[src/rtl/dmem_ctrl.sv]
// Data-RAM arbiter: shares a single-port 1024x32 RAM between CPU load/store
// requests and a periodic display-scan reader, with fair alternation on ties.
//
// state  | meaning
// IDLE   | arbitrate between CPU request and pending scan line
// C_ACC  | CPU address/data presented, RAM samples this cycle
// C_DONE | capture RAM read data, pulse cpu_ack
// S_ACC  | scan line address presented, RAM samples this cycle
// S_DONE | capture line data, pulse disp_valid, advance line counter
module dmem_ctrl #(
  parameter int LINES    = 16,
  parameter int SCAN_DIV = 1000
) (
  input  logic        clk,
  input  logic        rst,
  input  logic        cpu_req,
  input  logic        cpu_we,
  input  logic [31:0] cpu_addr,
  input  logic [31:0] cpu_wdata,
  output logic [31:0] cpu_rdata,
  output logic        cpu_ack,
  input  logic        scan_en,
  output logic        scan_busy,
  output logic [3:0]  disp_line,
  output logic [31:0] disp_data,
  output logic        disp_valid,
  output logic [9:0]  ram_addr,
  output logic        ram_we,
  output logic [31:0] ram_wdata,
  input  logic [31:0] ram_rdata
);

  localparam int RW = $clog2(SCAN_DIV);
  localparam logic [RW-1:0] REF_MAX   = RW'(SCAN_DIV - 1);
  localparam logic [3:0]    LAST_LINE = 4'(LINES - 1);
  localparam logic          GRANT_CPU  = 1'b0;
  localparam logic          GRANT_SCAN = 1'b1;

  typedef enum logic [2:0] {
    IDLE   = 3'd0,
    C_ACC  = 3'd1,
    C_DONE = 3'd2,
    S_ACC  = 3'd3,
    S_DONE = 3'd4
  } state_t;

  state_t        state_q, state_d;
  logic          last_grant_q, last_grant_d;
  logic [3:0]    line_cnt_q, line_cnt_d;
  logic [RW-1:0] ref_cnt_q, ref_cnt_d;
  logic          scan_pending_q, scan_pending_d;
  logic [31:0]   cpu_rdata_q, cpu_rdata_d;
  logic          cpu_ack_q, cpu_ack_d;
  logic [3:0]    disp_line_q, disp_line_d;
  logic [31:0]   disp_data_q, disp_data_d;
  logic          disp_valid_q, disp_valid_d;
  logic [9:0]    ram_addr_q, ram_addr_d;
  logic          ram_we_q, ram_we_d;
  logic [31:0]   ram_wdata_q, ram_wdata_d;

  logic cpu_want;
  logic scan_want;
  logic ref_wrap;

  // Byte offset and bits above 4 KiB are intentionally discarded.
  logic unused_addr_bits;
  assign unused_addr_bits = ^{cpu_addr[31:12], cpu_addr[1:0]};

  assign cpu_want  = cpu_req && !cpu_ack_q;
  assign scan_want = scan_pending_q;

  always_comb begin
    state_d        = state_q;
    last_grant_d   = last_grant_q;
    line_cnt_d     = line_cnt_q;
    ref_cnt_d      = ref_cnt_q;
    scan_pending_d = scan_pending_q;
    cpu_rdata_d    = cpu_rdata_q;
    cpu_ack_d      = 1'b0;
    disp_line_d    = disp_line_q;
    disp_data_d    = disp_data_q;
    disp_valid_d   = 1'b0;
    ram_addr_d     = ram_addr_q;
    ram_we_d       = ram_we_q;
    ram_wdata_d    = ram_wdata_q;
    ref_wrap       = 1'b0;

    if (!scan_en) begin
      ref_cnt_d = '0;
    end else if (ref_cnt_q == REF_MAX) begin
      ref_cnt_d = '0;
      ref_wrap  = 1'b1;
    end else begin
      ref_cnt_d = ref_cnt_q + 1'b1;
    end

    case (state_q)
      IDLE: begin
        if (cpu_want && (!scan_want || last_grant_q == GRANT_SCAN)) begin
          ram_addr_d   = cpu_addr[11:2];
          ram_we_d     = cpu_we;
          ram_wdata_d  = cpu_wdata;
          last_grant_d = GRANT_CPU;
          state_d      = C_ACC;
        end else if (scan_want) begin
          ram_addr_d   = {6'b0, line_cnt_q};
          ram_we_d     = 1'b0;
          last_grant_d = GRANT_SCAN;
          state_d      = S_ACC;
        end
      end
      C_ACC: begin
        ram_we_d = 1'b0;
        state_d  = C_DONE;
      end
      C_DONE: begin
        cpu_rdata_d = ram_rdata;
        cpu_ack_d   = 1'b1;
        state_d     = IDLE;
      end
      S_ACC: begin
        ram_we_d = 1'b0;
        state_d  = S_DONE;
      end
      S_DONE: begin
        disp_data_d  = ram_rdata;
        disp_line_d  = line_cnt_q;
        disp_valid_d = 1'b1;
        state_d      = IDLE;
        if (line_cnt_q == LAST_LINE) begin
          line_cnt_d     = '0;
          scan_pending_d = 1'b0;
        end else begin
          line_cnt_d = line_cnt_q + 1'b1;
        end
      end
      default: begin
        state_d  = IDLE;
        ram_we_d = 1'b0;
      end
    endcase

    // A tick arriving while a scan is still owed is dropped, not queued.
    if (ref_wrap && !scan_pending_q) begin
      scan_pending_d = 1'b1;
    end
  end

  always_ff @(posedge clk or posedge rst) begin
    if (rst) begin
      state_q        <= IDLE;
      last_grant_q   <= GRANT_SCAN;
      line_cnt_q     <= '0;
      ref_cnt_q      <= '0;
      scan_pending_q <= 1'b0;
      cpu_rdata_q    <= '0;
      cpu_ack_q      <= 1'b0;
      disp_line_q    <= '0;
      disp_data_q    <= '0;
      disp_valid_q   <= 1'b0;
      ram_addr_q     <= '0;
      ram_we_q       <= 1'b0;
      ram_wdata_q    <= '0;
    end else begin
      state_q        <= state_d;
      last_grant_q   <= last_grant_d;
      line_cnt_q     <= line_cnt_d;
      ref_cnt_q      <= ref_cnt_d;
      scan_pending_q <= scan_pending_d;
      cpu_rdata_q    <= cpu_rdata_d;
      cpu_ack_q      <= cpu_ack_d;
      disp_line_q    <= disp_line_d;
      disp_data_q    <= disp_data_d;
      disp_valid_q   <= disp_valid_d;
      ram_addr_q     <= ram_addr_d;
      ram_we_q       <= ram_we_d;
      ram_wdata_q    <= ram_wdata_d;
    end
  end

  assign cpu_rdata  = cpu_rdata_q;
  assign cpu_ack    = cpu_ack_q;
  assign scan_busy  = scan_pending_q;
  assign disp_line  = disp_line_q;
  assign disp_data  = disp_data_q;
  assign disp_valid = disp_valid_q;
  assign ram_addr   = ram_addr_q;
  assign ram_we     = ram_we_q;
  assign ram_wdata  = ram_wdata_q;

endmodule

[config.mk]
export PLATFORM = sky130hd
export DESIGN_NAME = dmem_ctrl
export DESIGN_NICKNAME = d
export VERILOG_FILES = /design/src/rtl/dmem_ctrl.sv
export SDC_FILE = /design/constraint.sdc
export NUM_CORES = 1
export LEC_CHECK = 0
export ABC_AREA = 1
export CAP_MARGIN = 10
export CELL_PAD_IN_SITES_DETAIL_PLACEMENT = 1
export CELL_PAD_IN_SITES_GLOBAL_PLACEMENT = 2
export CORE_ASPECT_RATIO = 0.6
export CORE_MARGIN = 2
export CORE_UTILIZATION = 28
export CTS_BUF_LIST = sky130_fd_sc_hd__clkbuf_2 sky130_fd_sc_hd__clkbuf_4 sky130_fd_sc_hd__clkbuf_8
export DETAILED_ROUTE_END_ITERATION = 10
export PLACE_DENSITY = 0.9
export SLEW_MARGIN = 20
export SYNTH_ARGS = -nofsm -noshare
export SYNTH_HDL_FRONTEND = slang
export SYNTH_SLANG_ARGS = --single-unit
[constraint.sdc]
create_clock -name clk -period 7.9 [get_ports clk]
set_clock_uncertainty 0.05 [all_clocks]
set_input_delay 1.58 -clock clk [delete_from_list [all_inputs] [get_ports clk]]
set_output_delay 1.58 -clock clk [all_outputs]
set_load 0.02 [all_outputs]
==> run metrics <==
Slew @ Worst Pin 1010 ps; row count 39; Final #Nets 862; Sink Count 132; global route hottest layer met2; critical path required time 6270 ps; Critical Path Start scan_busy; post-place setup slack 4380 ps; gr usage total 0.157; Synth Net Count 673; met2 Use GR 0.242; global-route wire length before repair 25100 um; layout cell share with drive strength beyond 1 0.0868; Post-synth EDFFs 0; Static Leakage 3.75 nW; dpl cells 986; minimum clock period 3190 ps; Critical path buffers and inverters 1; reg2reg start state_q[2]; Synth-to-Final Area Change 47.1%; worst setup path endpoint scan_busy; CTS max path bufs 2; H-tree depth 4; # DRC 0; Die Y 111 um; DR iter-0 viols 236; crit-path leading delay family buffers and inverters; GPL Wtd Cong 0.755; Via density 4.34; Die Span X 183 um; Ant. Diodes 0; Reg2Reg Setup Slack 5330 ps; CP Launch Type register; worst-path cell chain clkdlybuf4s50_1; detailed-route wire length 15300 um; drt pass-1 iters 4; PostCTS Resize Cnt 0; status finished, final reports clean; Slew headroom 0.325; final setup TNS 0 ps; RSZ-0062 raised after global routing false; Seq cells post-synth 132; Max Freq 314 MHz; CP Capture Type output pin; Synthesis Warnings 0; Post-Synthesis Cells 570; post-CTS setup repair buffer count 0; largest net degree at the start of global routing 73; post-synthesis average cell area 9.41 um2; VDD IR max 0.120 mV; crit share post-route 0.403; PortBufs 192; WL per Instance 15.0 um; mapped cell area 0.00536 mm2; number of global-route vias before repair 4722; Slowest-stage cell, CP clkdlybuf4s50_1; initial cell density of the core 0.284; die area 0.0203 mm2; vias 4422; CP max stage delay 660 ps; cts hold-fix bufs 0; Arr. time, crit path 1560 ps; Post-synth ARST share 1.00; Overflow after GRT 0; met3 usage 0.0499; I/O pin count 215; Post-Layout Cell Count 1018; post-synthesis cell type count 28; CTS tree yes; Power Dens Cells 420 mW/mm2; initial antenna violation count 0; final hold violation count 0; commonest non-fill, non-tap cells in the layout nand2_1, clkdlybuf4s50_1, dfrtp_1; max_cap viols 0; Final Core Density 0.418; FF-to-FF path depth 8; standard cell core area 0.0189 mm2; HPWL after DPL 10600 um; Crit. path cell count 1; antenna viol nets, final 0; Top FF cell, synth dfrtp_1; leading cell type in the layout, fill and taps excluded nand2_1; total power 3.31 mW; worst skew pair latency 410 ps; fin worst setup slack 4710 ps; Crit Path Category register to output pin; Clock Pin Slew Worst Setup and Hold Paths 80 ps; Crit Path Max Fanout 6; Seq/Total Area, Yosys 0.616; Reg2Reg Capture Point ram_addr[0]; met1 Usage GRT 0.220; Final Slew Violations 0; Root Buffer Master clkbuf_8; Hold Crit Class register to register; count of endpoints failing setup in the final report 0; clock buffer count from CTS 17
[state kept, by name, summed over array words and instances (netlist names)]
| name | cells |
|---|---|
| disp_line | 4 |
| scan_busy | 1 |
| ram_wdata | 32 |
| ram_we | 1 |
| ref_cnt_q | 10 |
| cpu_ack | 1 |
| cpu_rdata | 32 |
| disp_valid | 1 |
| last_grant_q | 1 |
| disp_data | 32 |
| ram_addr | 10 |
| line_cnt_q | 4 |
| state_q | 3 |
[layout make-up]
type                            instances  area (um2)
Multi-Input combinational cell        360        1680
Tap cell                              246         308
Clock buffer                           19         262
Inverter                               52         203
Fill cell                            2193       11000
Sequential cell                       132        3300
Clock inverter                         13         175
Timing Repair Buffer                  196        1950
[how the worst min path moves through the flow]
| stage | start | end | slack, ps | cells past startpoint |
|---|---|---|---|---|
| final | state_q[2] | state_q[2] | 380 | 1 |
| after global routing | state_q[2] | state_q[2] | 400 | 1 |
| after CTS | state_q[2] | state_q[2] | 390 | 1 |
| after detailed placement | state_q[2] | state_q[2] | 380 | 1 |
| after global placement | state_q[2] | state_q[2] | 370 | 1 |
| after floorplan | state_q[2] | state_q[2] | 360 | 1 |
[cells by family after synthesis]
logic type,Yosys count,synth area share
DFF,132,0.616
adders and majority gates,2,0.00467
xor gates and xnor gates,2,0.00327
and+or+nand+nor,276,0.213
AOI/OAI and AO/OA,80,0.0926
buffers and inverters,78,0.0707
[through the flow]
stage | instance area, um2 | hold slack (ps)
CTS | 7890 | 390
global placement | 7450 | 374
floorplan | 5360 | 360
detailed placement | 7450 | 379
finish | 7890 | 382
global route | 7890 | 404
[metal layers]
metal,share of wire,wire (um)
met1,0.49,7440
met2,0.44,6750
met3,0.065,993
met4,0.0043,65
met5,0,0
[synthesized netlist by cell type (all sizes together), types with 2 or more instances]
library cell,count,area (um2)
a21oi,4,20.0
buf,22,166
clkbuf,4,15.0
dfrtp,131,3280
ha,2,25.0
inv,52,198
nand2,198,743
nand3,52,265
nor2,21,93.8
nor3,4,31.3
o21ai,72,447
[power breakdown]
| part | switching, mW | leakage (nW) | internal, mW |
|---|---|---|---|
| combinational | 0.894 | 1.88 | 0.665 |
| sequential | 0.165 | 1.66 | 0.969 |
| clock | 0.285 | 0.213 | 0.334 |
Note: power is estimated with default switching activity, not from simulation.
